==> config.mk <==
export PLATFORM = sky130hd
export DESIGN_NAME = alu_arbiter
export DESIGN_NICKNAME = d
export VERILOG_FILES = /design/src/rtl/alu_arbiter.sv
export SDC_FILE = /design/constraint.sdc
export NUM_CORES = 1
export LEC_CHECK = 0
export CORE_AREA = 3 3 120 122
export DETAILED_ROUTE_END_ITERATION = 10
export DIE_AREA = 0 0 123 125
export PLACE_DENSITY = 0.75
export SYNTH_ARGS = -nofsm -noshare
export SYNTH_HDL_FRONTEND = slang
export SYNTH_SLANG_ARGS = --single-unit
==> constraint.sdc <==
create_clock -name clk -period 3.8 [get_ports clk]
set_input_delay 0.38 -clock clk [delete_from_list [all_inputs] [get_ports clk]]
set_output_delay 0.38 -clock clk [all_outputs]
set_load 0.03 [all_outputs]
==> src/rtl/alu_arbiter.sv <==
// Two-port arbiter in front of a shared combinational ALU.
// Each port owns a one-entry response buffer; results appear one cycle after the grant.
module alu_arbiter #(
  parameter int unsigned FAIR = 1
) (
  input  logic        clk,
  input  logic        reset,
  input  logic        req0_valid,
  input  logic        req1_valid,
  output logic        req0_ready,
  output logic        req1_ready,
  input  logic [31:0] req0_a,
  input  logic [31:0] req0_b,
  input  logic [31:0] req1_a,
  input  logic [31:0] req1_b,
  input  logic [3:0]  req0_op,
  input  logic [3:0]  req1_op,
  output logic        rsp0_valid,
  output logic        rsp1_valid,
  input  logic        rsp0_ready,
  input  logic        rsp1_ready,
  output logic [31:0] rsp0_result,
  output logic [31:0] rsp1_result,
  output logic        rsp0_zero,
  output logic        rsp1_zero,
  output logic        rsp0_err,
  output logic        rsp1_err,
  output logic [31:0] alu_a,
  output logic [31:0] alu_b,
  output logic [3:0]  alu_op,
  input  logic [31:0] alu_result,
  input  logic        alu_zero
);

  typedef enum logic {
    PTR_P0 = 1'b0,
    PTR_P1 = 1'b1
  } ptr_e;

  localparam logic [3:0] OP_LAST_LEGAL = 4'd9;

  ptr_e        r_ptr;
  logic        r_rsp0_valid;
  logic        r_rsp1_valid;
  logic [31:0] r_rsp0_result;
  logic [31:0] r_rsp1_result;
  logic        r_rsp0_zero;
  logic        r_rsp1_zero;
  logic        r_rsp0_err;
  logic        r_rsp1_err;

  logic        w_elig0;
  logic        w_elig1;
  logic        w_p0_first;
  logic        w_grant0;
  logic        w_grant1;
  logic        w_any_grant;
  logic [31:0] w_sel_a;
  logic [31:0] w_sel_b;
  logic [3:0]  w_sel_op;
  logic        w_sel_illegal;
  logic [31:0] w_ld_result;
  logic        w_ld_zero;

  // A port may issue when its buffer is empty or is being handed off this cycle.
  assign w_elig0    = req0_valid && (!r_rsp0_valid || rsp0_ready);
  assign w_elig1    = req1_valid && (!r_rsp1_valid || rsp1_ready);
  assign w_p0_first = (FAIR == 0) || (r_ptr == PTR_P0);

  always_comb begin
    w_grant0 = 1'b0;
    w_grant1 = 1'b0;
    if (!reset) begin
      if (w_elig0 && (!w_elig1 || w_p0_first)) begin
        w_grant0 = 1'b1;
      end else if (w_elig1) begin
        w_grant1 = 1'b1;
      end
    end
  end

  assign w_any_grant = w_grant0 || w_grant1;

  always_comb begin
    w_sel_a  = '0;
    w_sel_b  = '0;
    w_sel_op = '0;
    if (w_grant0) begin
      w_sel_a  = req0_a;
      w_sel_b  = req0_b;
      w_sel_op = req0_op;
    end else if (w_grant1) begin
      w_sel_a  = req1_a;
      w_sel_b  = req1_b;
      w_sel_op = req1_op;
    end
  end

  assign w_sel_illegal = (w_sel_op > OP_LAST_LEGAL);

  assign req0_ready = w_grant0;
  assign req1_ready = w_grant1;
  assign alu_a      = w_sel_a;
  assign alu_b      = w_sel_b;
  assign alu_op     = w_sel_illegal ? 4'd0 : w_sel_op;

  // Illegal codes bypass the ALU result and load a fixed error response.
  assign w_ld_result = w_sel_illegal ? '0 : alu_result;
  assign w_ld_zero   = w_sel_illegal ? 1'b1 : alu_zero;

  always_ff @(posedge clk) begin
    if (reset) begin
      r_ptr <= PTR_P0;
    end else if (w_any_grant) begin
      r_ptr <= w_grant0 ? PTR_P1 : PTR_P0;
    end
  end

  always_ff @(posedge clk) begin
    if (reset) begin
      r_rsp0_valid  <= 1'b0;
      r_rsp0_result <= '0;
      r_rsp0_zero   <= 1'b0;
      r_rsp0_err    <= 1'b0;
    end else if (w_grant0) begin
      r_rsp0_valid  <= 1'b1;
      r_rsp0_result <= w_ld_result;
      r_rsp0_zero   <= w_ld_zero;
      r_rsp0_err    <= w_sel_illegal;
    end else if (rsp0_ready) begin
      r_rsp0_valid  <= 1'b0;
    end
  end

  always_ff @(posedge clk) begin
    if (reset) begin
      r_rsp1_valid  <= 1'b0;
      r_rsp1_result <= '0;
      r_rsp1_zero   <= 1'b0;
      r_rsp1_err    <= 1'b0;
    end else if (w_grant1) begin
      r_rsp1_valid  <= 1'b1;
      r_rsp1_result <= w_ld_result;
      r_rsp1_zero   <= w_ld_zero;
      r_rsp1_err    <= w_sel_illegal;
    end else if (rsp1_ready) begin
      r_rsp1_valid  <= 1'b0;
    end
  end

  assign rsp0_valid  = r_rsp0_valid;
  assign rsp1_valid  = r_rsp1_valid;
  assign rsp0_result = r_rsp0_result;
  assign rsp1_result = r_rsp1_result;
  assign rsp0_zero   = r_rsp0_zero;
  assign rsp1_zero   = r_rsp1_zero;
  assign rsp0_err    = r_rsp0_err;
  assign rsp1_err    = r_rsp1_err;

endmodule
Word level (Yosys, flattened, before mapping):

Cells that the tools add are included.

* logic and storage cells: 42
* register bits: 71
* output and inout bits: 140

* bitwise operators: 1
* reductions and logical operators: 12
* mux-type cells: 19
* magnitude comparators: 1

Operators with widths (number)
* 32-bit two-way mux: 5
* 4-bit two-way mux: 3
* 1-bit two-way mux: 11
* 4-bit greater-than comparator, second input constant: 1
* 1-bit logical OR: 4
* 2-bit nonzero test: 2
* 1-bit logical AND: 3
* 1-bit logical NOT: 3
* 1-bit NOT: 1

Longest topological paths before layout:

Gate-level depths: netlist of run 1.

* word-level depth: 12
* mapped depth: 7
* gate-level depth less buffers: 5

Worst setup path after synthesis of run 1:

No wires, ideal clock.

* path kind: register -> output
* start: reg r_rsp0_valid (netlist: rsp0_valid)
* end: out alu_op[0]
* path slack: 1319 ps
* data arrival time: 2101 ps
* path buffers: 1
* stages on the path, launching flop included: 7
* cell sequence: dfxtp_1 > nor2b_2 > a311o_1 > buf_6 > o22ai_4 > and2_1 > nor3_1

* word-level cells in the longest chain between the ends: 10

Ends and longest elaborated chain
* start, declared: RTL line 43 `logic r_rsp0_valid;`
* start signal, assigned: RTL line 121 `r_rsp0_valid <= 1'b0;`
* start signal, assigned: RTL line 126 `r_rsp0_valid <= 1'b1;`
* start signal, assigned: RTL line 131 `r_rsp0_valid <= 1'b0;`
* 1-bit logical NOT *: RTL line 66 `assign w_elig0 = req0_valid && (!r_rsp0_valid || rsp0_ready);`
* 1-bit logical OR *: RTL line 66
* 1-bit logical AND *: RTL line 66
* 1-bit logical AND *: RTL line 74 `if (w_elig0 && (!w_elig1 || w_p0_first)) begin`
* 1-bit two-way mux: RTL line 74
* 1-bit two-way mux: RTL line 73 `if (!reset) begin`
* 4-bit two-way mux: RTL line 92 `end else if (w_grant1) begin`
* 4-bit two-way mux *: RTL line 88 `if (w_grant0) begin`
* 4-bit greater-than comparator: RTL line 99 `assign w_sel_illegal = (w_sel_op > OP_LAST_LEGAL);`
* 4-bit two-way mux *: RTL line 105 `assign alu_op = w_sel_illegal ? 4'd0 : w_sel_op;`
* end, declared: RTL line 30 `output logic [3:0] alu_op,`

Mark *: on every way between the ends. The rest lies on a longest branch, timed or not.

Final worst setup path of run 1:

* start: in req0_valid
* end: out alu_op[0]

* word-level cells in the longest chain between the ends: 8

Ends and longest elaborated chain
* start, declared: RTL line 8 `input logic req0_valid,`
* 1-bit logical AND *: RTL line 66
* 1-bit logical AND *: RTL line 74
* 1-bit two-way mux: RTL line 74
* 1-bit two-way mux: RTL line 73
* 4-bit two-way mux: RTL line 92
* 4-bit two-way mux *: RTL line 88
* 4-bit greater-than comparator: RTL line 99
* 4-bit two-way mux *: RTL line 105

Marked as above.

==> implementation parameters, run 1 <==
Parameter                              Value

Clocking
  Clock tree from TritonCTS ... done
  Number of buffers added by the clock tree synthesis step ... 9
  Post-CTS setup buffer count ... 0
  Clock Path Buffers ... 2
  Clock transition time at the flip-flop clock pins of the worst setup and hold paths ... 60 ps
  Number of gates resized after CTS ... 0
  Clock sink count ... ~70
  Count of hold-fix buffers inserted at cts ... 0
  Number of levels the H-tree was split into ... 3
  Buffer type at the clock tree root ... sky130_fd_sc_hd__clkbuf_16
  Clock Latency Late Sink ... ~320 ps

Flow run
  Max-capacitance violation count ... 0

Timing
  Final setup slack of the worst path ... 683 ps
  Post-layout min period ... approximately 3100 ps
  Setup TNS ... 0 ps
  Slew of the pin with the lowest slew margin ... roughly 700 ps
  Number of failing hold endpoints at the final stage ... 0
  Worst Clk Skew ... 3.53 ps
  FMAX ... 321 MHz
  Max-slew headroom at the worst pin ... 0.539
  Final critical-path share of the clock period ... 0.820
  Unrepaired setup endpoints after global routing ... no
  Setup violators final ... 0
  Slew Viols, Final ... 0

Routing
  Number of iterations in the first detailed-routing pass ... 4
  Average wire per standard cell ... 18.9 µm
  Final wirelength ... 15.5 mm
  Antenna-violating nets left ... 0
  Initial detailed-routing violation count ... 151
  Post-route DRC ... 0
  Avg Vias per Cell ... 4.79
  Via count ... between 3000 and 4000

Placement
  Final HPWL DP ... 12.6 mm
  Final RePlAce weighted congestion ... between 0.8 and 0.9
  Cell total after placement ... 802
  Post-place setup slack ... 678 ps
  Quantity of I/O buffers inserted on ports ... 314

Synthesis
  Multiplexer area fraction after synthesis ... 0
  Async SR Flop Fraction ... 0
  Share of the synthesized netlist area taken by xor and xnor gates ... 0
  Post-synthesis average cell area ... 9.43 µm²
  Leading register cell type out of synthesis ... sky130_fd_sc_hd__dfxtp_1
  Register bit count reported by yosys ... 71
  Cell variety after synth ... 28
  Cell area after technology mapping ... 3180 µm²
  Number of flops mapped to enable cells by yosys ... 0
  Area fraction in and, or, nand and nor cells after synthesis ... 0.117
  Largest family of logic cells by synthesized area ... compound AO/OA/AOI/OAI gates
  Sequential cell area fraction in the yosys report ... 0.447
  Share of the synthesized area in compound gates (AO/OA/AOI/OAI) ... 0.370
  Total nets after synthesis ... 512
  Total number of yosys warnings ... 0
  Synthesized netlist cell count ... 337
  Adder and majority gate portion of the synthesized area ... 0

Global route
  Total track usage ... 0.191
  Number of antenna violations at the first check in global routing ... 0
  Global-route wire length before repair ... 22.7 mm
  Largest net degree at the start of global routing ... 67
  Number of global-route vias before repair ... 4081
  Total gr overflow ... 0

Floorplan
  Vertical die dimension ... 125 µm
  Initial Util ... 0.239
  Die Width ... between 100 and 150 µm
  Area of the core region ... about 13000 µm²
  Total die area ... between 15000 and 20000 µm²
  Boundary Pins ... 315
  Cell row count ... 42

Min path
  Type of the tightest min-delay check ... reg2reg

Power and ir drop
  Leakage power ... ~2.7 nW
  Maximum VDD drop ... 278 µV
  Total power density per cell area ... 366 nW/µm²

Setup path
  Worst Path Class, Setup ... in2out
  Type of element capturing the critical path ... primary output
  Reg2reg start ... rsp0_valid
  Highest fanout seen on the critical path ... 7
  Data required time at the worst endpoint ... about 3400 ps
  Ordered cell list for the critical path ... clkdlybuf4s50_1 -> inv_1 -> o311a_4 -> a22o_1 -> and2_1 -> nor3_1 -> clkdlybuf4s50_1
  Kind of launch point of the worst setup path ... input pin
  Crit. Startpoint ... req0_valid
  Worst setup path end ... alu_op[0]
  R2R depth ... 7
  Data arrival time of the critical path ... approximately 2700 ps
  Crit-path max cell delay ... 740 ps
  Most prevalent standard cell on the critical path ... sky130_fd_sc_hd__clkdlybuf4s50_1
  Cell with the largest stage delay on the worst path ... sky130_fd_sc_hd__clkdlybuf4s50_1
  End of the worst register-to-register path ... rsp1_result[27]
  Worst reg-to-reg setup slack ... roughly 1700 ps

Cells and area
  Layout overhead on the synthesized area ... 112%
  Antenna cells ... 0
  Final cell utilization of the core ... 0.507
  Leading cell types in the layout, fill and taps excluded ... 249 x sky130_fd_sc_hd__clkdlybuf4s50_1, 98 x sky130_fd_sc_hd__a22o_1, 71 x sky130_fd_sc_hd__dfxtp_1
  Register area ... 1420 µm²
  Area used by multi-input combinational logic ... 1570 µm²
  Final net count ... 812
  Most frequent standard cell in the layout excluding fill and tap cells ... sky130_fd_sc_hd__clkdlybuf4s50_1
  Share of cells above drive strength 1 ... 0.151
  Finished Layout Cells ... between 800 and 900
  Count of fill cells added during filler insertion ... 1231

Outcome
  Result of the run ... complete, no violations
## critical path: cells and delay by family
family / cells / cell delay, ps
buffers and inverters: 3 / 1340
AO/OA/AOI/OAI: 2 / 680
AND/OR/NAND/NOR: 2 / 350
## cell families after synthesis
family,count (synthesis)
AO/OA/AOI/OAI,145
AND/OR/NAND/NOR,87
flip-flops,71
buffers and inverters,34
## synth_stat cells (2+ instances only)
| library cell | instances | share of area |
|---|---|---|
| sky130_fd_sc_hd__a22o_1 | 98 | 0.27 |
| sky130_fd_sc_hd__dfxtp_1 | 71 | 0.45 |
| sky130_fd_sc_hd__nand2_1 | 67 | 0.079 |
| sky130_fd_sc_hd__a21oi_1 | 35 | 0.055 |
| sky130_fd_sc_hd__buf_2 | 21 | 0.033 |
| sky130_fd_sc_hd__buf_6 | 7 | 0.025 |
| sky130_fd_sc_hd__nor2_1 | 7 | 0.0083 |
| sky130_fd_sc_hd__clkbuf_1 | 5 | 0.0059 |
| sky130_fd_sc_hd__a22oi_1 | 3 | 0.0071 |
| sky130_fd_sc_hd__nor3_1 | 3 | 0.0047 |
| sky130_fd_sc_hd__a211oi_1 | 2 | 0.0047 |
| sky130_fd_sc_hd__and2_1 | 2 | 0.0039 |
## how the worst min path moves through the flow
stage	endpoint	cells past startpoint	start	slack [ps]
global route	rsp0_result[12]	2	rsp0_result[12]	470
floorplan	rsp1_result[0]	1	alu_result[0]	510
global placement	rsp0_result[18]	2	rsp0_result[18]	440
CTS	rsp0_result[9]	2	rsp0_result[9]	460
detailed placement	rsp0_result[9]	2	rsp0_result[9]	450
finish	rsp0_result[4]	2	rsp0_result[4]	460
## per-stage QoR
step           power, mW  area (µm²)  hold slack [ps]
3_5_place_dp        1.64        6440              448
4_1_cts             2.50        6750              456
6_report            2.47        6750              460
2_1_floorplan       1.21        3180              506
5_1_grt             2.58        6750              475
3_3_place_gp        1.63        6440              443
## per-layer routing
layer  global-route usage  wire [µm]  vias up
met1                0.190       5350     1842
met2                0.349       8070      196
met3               0.0741       1570       28
li1                     -          -     1850
met4               0.0775        489        0
met5                    0          0        -
## power breakdown
part           internal (mW)  switching, mW  total, mW  leakage, nW
registers              0.788         0.0256      0.814        0.581
clock network          0.546          0.299      0.844        0.147
logic                  0.404          0.405      0.809         1.93
total                   1.74          0.729       2.47         2.66
## state kept, by name, indices dropped and copies added, names as in the netlist
signal and flops:
r_ptr 1, rsp0_err 1, rsp0_result 32, rsp0_valid 1, rsp0_zero 1, rsp1_err 1
rsp1_result 32, rsp1_valid 1, rsp1_zero 1
## area by class of cell
type / count / share of cell area
clock buffer: 14 / 0.0391
tap: 176 / 0.0326
inverter: 1 / 0.000556
sequential: 71 / 0.211
timing repair buffer: 322 / 0.478
multi-input combinational: 232 / 0.233
clock inverter: 2 / 0.00575
Power figures use the tool's default switching activity.
==> run 2, diff against run 1 <==
- clock period: 3.8 -> 3.09 ns (I/O delays scaled with it)
==> run 2 against run 1 <==
Compared with the run above: clock power is 20% higher; critical path type unchanged; register-to-register slack worse by 790 ps; via count is 1.0% higher; critical endpoint is now alu_b[1].
==> implementation parameters, run 2 (synthesized netlist as in run 1, its figures left out) <==
Parameter                              Value

Outcome
  Result of the run ... complete, no violations

Placement
  Cell total after placement ... 803 (+0.12%)
  Quantity of I/O buffers inserted on ports ... 314 (unchanged)
  Final HPWL DP ... 12.6 mm (-0.53%)
  Final RePlAce weighted congestion ... 0.830 (+0.83%)

Clocking
  Clock sink count ... 71 (unchanged)
  Number of gates resized after CTS ... 0 (unchanged)
  Clock Latency Late Sink ... 320 ps (about the same)
  Count of hold-fix buffers inserted at cts ... 0 (unchanged)
  Number of levels the H-tree was split into ... 3 (unchanged)
  Clock transition time at the flip-flop clock pins of the worst setup and hold paths ... 50 ps (about the same)
  Buffer type at the clock tree root ... sky130_fd_sc_hd__clkbuf_16
  Clock tree from TritonCTS ... done
  Post-CTS setup buffer count ... 0 (unchanged)
  Clock Path Buffers ... 2 (unchanged)
  Number of buffers added by the clock tree synthesis step ... 9 (unchanged)

Global route
  Global-route wire length before repair ... 22.0 mm (-3.2%)
  Total gr overflow ... 0 (unchanged)
  Total track usage ... 0.184 (-0.00676)
  Number of antenna violations at the first check in global routing ... 0 (unchanged)
  Largest net degree at the start of global routing ... 66 (-1.5%)
  Number of global-route vias before repair ... 3966 (-2.8%)

Timing
  Final critical-path share of the clock period ... 0.825
  Post-layout min period ... 2550 ps
  Setup TNS ... 0 ps (unchanged)
  FMAX ... roughly 400 MHz
  Hold WS ... 457 ps (-2.90 ps)
  Max-slew headroom at the worst pin ... 0.645 (+0.106)
  Unrepaired setup endpoints after global routing ... no
  Worst Clk Skew ... 6.80 ps (+3.27 ps)
  Setup violators final ... 0 (unchanged)
  Number of failing hold endpoints at the final stage ... 0 (unchanged)
  Slew Viols, Final ... 0 (unchanged)
  Slew of the pin with the lowest slew margin ... 532 ps (-157 ps)

Cells and area
  Count of fill cells added during filler insertion ... 1208 (-1.9%)
  Finished Layout Cells ... 819 (+0.12%)
  Share of cells above drive strength 1 ... 0.159 (+0.00754)
  Layout overhead on the synthesized area ... 114%
  Antenna cells ... 0 (unchanged)
  Final net count ... 813 (+0.12%)
  Leading cell types in the layout, fill and taps excluded ... 245 x sky130_fd_sc_hd__clkdlybuf4s50_1, 98 x sky130_fd_sc_hd__a22o_1, 71 x sky130_fd_sc_hd__dfxtp_1
  Most frequent standard cell in the layout excluding fill and tap cells ... sky130_fd_sc_hd__clkdlybuf4s50_1

Setup path
  Worst Path Class, Setup ... in2out
  R2R depth ... 7 (unchanged)
  Data arrival time of the critical path ... 2240 ps (-500 ps)
  Worst reg-to-reg setup slack ... 880 ps (-790 ps)
  Reg2reg start ... rsp0_valid
  Type of element capturing the critical path ... primary output
  Kind of launch point of the worst setup path ... input pin
  Data required time at the worst endpoint ... 2780 ps (-640 ps)
  Highest fanout seen on the critical path ... 63 (+56)
  End of the worst register-to-register path ... rsp1_result[26]

Floorplan
  Boundary Pins ... 315 (unchanged)
  Die Width ... 123 µm (unchanged)
  Total die area ... 15400 µm² (unchanged)
  Initial Util ... 0.239 (unchanged)
  Area of the core region ... 13300 µm² (unchanged)
  Cell row count ... 42 (unchanged)
  Vertical die dimension ... 125 µm (unchanged)

Power and ir drop
  Total power density per cell area ... 444 nW/µm² (+21%)
  Final total power ... 3.02 mW (+22%)
  Maximum VDD drop ... 324 µV (+17%)
  Leakage power ... 2.68 nW (+0.80%)

Routing
  Initial detailed-routing violation count ... 174 (+15%)
  Post-route DRC ... 0 (unchanged)
  Number of iterations in the first detailed-routing pass ... 4 (unchanged)
  Average wire per standard cell ... 18.7 µm (-0.88%)
  Avg Vias per Cell ... 4.83 (+0.87%)
  Final wirelength ... 15.4 mm (-0.76%)
  Antenna-violating nets left ... 0 (unchanged)
  Via count ... 3955 (+1.0%)

Min path
  Endpoint of the worst hold path ... rsp0_result[9]
  Start point of the worst hold path ... rsp0_result[9]
  Hold path depth ... 2 (unchanged)
  Type of the tightest min-delay check ... reg2reg

Flow run
  Max-capacitance violation count ... 0 (unchanged)
-- run 2: cell types whose count changed in the layout (fill, tap and decap cells not counted) --
cell                              delta
sky130_fd_sc_hd__clkinv_2            +1
sky130_fd_sc_hd__clkinv_4            -1
sky130_fd_sc_hd__clkinvlp_4          +1
sky130_fd_sc_hd__clkbuf_8            -1
sky130_fd_sc_hd__buf_12              +5
sky130_fd_sc_hd__clkdlybuf4s50_1     -4
-- run 2: worst max-delay path by stage --
stage	endpoint	depth (start not counted)	slack, ps	from
global route	alu_b[1]	7	450	rsp0_ready
finish	alu_b[1]	7	540	rsp0_ready
floorplan	alu_op[0]	6	680	rsp0_valid
detailed placement	rsp1_result[14]	8	460	rsp0_ready
global placement	alu_op[0]	7	560	req0_valid
CTS	alu_b[1]	7	510	rsp0_ready
-- run 2: cell type report --
type / instances / area, µm² / area share
well taps: 176 / 220 / 0.0324
flip-flops and latches: 71 / 1420 / 0.209
inverters: 1 / 3.75 / 0.000552
clock buffers: 13 / 250 / 0.0368
multi-input cells: 232 / 1570 / 0.231
repair buffers: 323 / 3290 / 0.484
clock inverters: 3 / 42.5 / 0.00626
-- run 2: metrics by stage --
stage	util	setup slack (ps)	cell area (µm²)
final	0.511	539	6800
after global placement	0.489	564	6500
after global routing	0.511	452	6800
after floorplan	-	680	3180
after detailed placement	0.489	464	6500
after CTS	0.511	514	6800
-- run 2: critical path: stages --
cell                              delay, ps
sky130_fd_sc_hd__clkdlybuf4s50_1        420
sky130_fd_sc_hd__nor2b_2                350
sky130_fd_sc_hd__o311ai_4               180
sky130_fd_sc_hd__nor2_4                 230
sky130_fd_sc_hd__buf_12                 290
sky130_fd_sc_hd__a22o_1                 290
sky130_fd_sc_hd__buf_12                 150
-- run 2: metal layers --
| metal | vias to the layer above | track usage | wire length, µm |
|---|---|---|---|
| li1 | 1856 | - | - |
| met1 | 1839 | 0.185 | 5130 |
| met2 | 227 | 0.334 | 7830 |
| met3 | 33 | 0.0732 | 1860 |
| met4 | 0 | 0.0749 | 535 |
| met5 | - | 0 | 0 |
-- run 2: power by group --
| group | internal, mW | leakage (nW) | switching, mW | total [mW] |
|---|---|---|---|---|
| Combinational | 0.507 | 1.96 | 0.501 | 1.01 |
| Sequential | 0.970 | 0.581 | 0.0320 | 1.00 |
| Clock | 0.646 | 0.140 | 0.361 | 1.01 |
| Total | 2.12 | 2.68 | 0.893 | 3.02 |
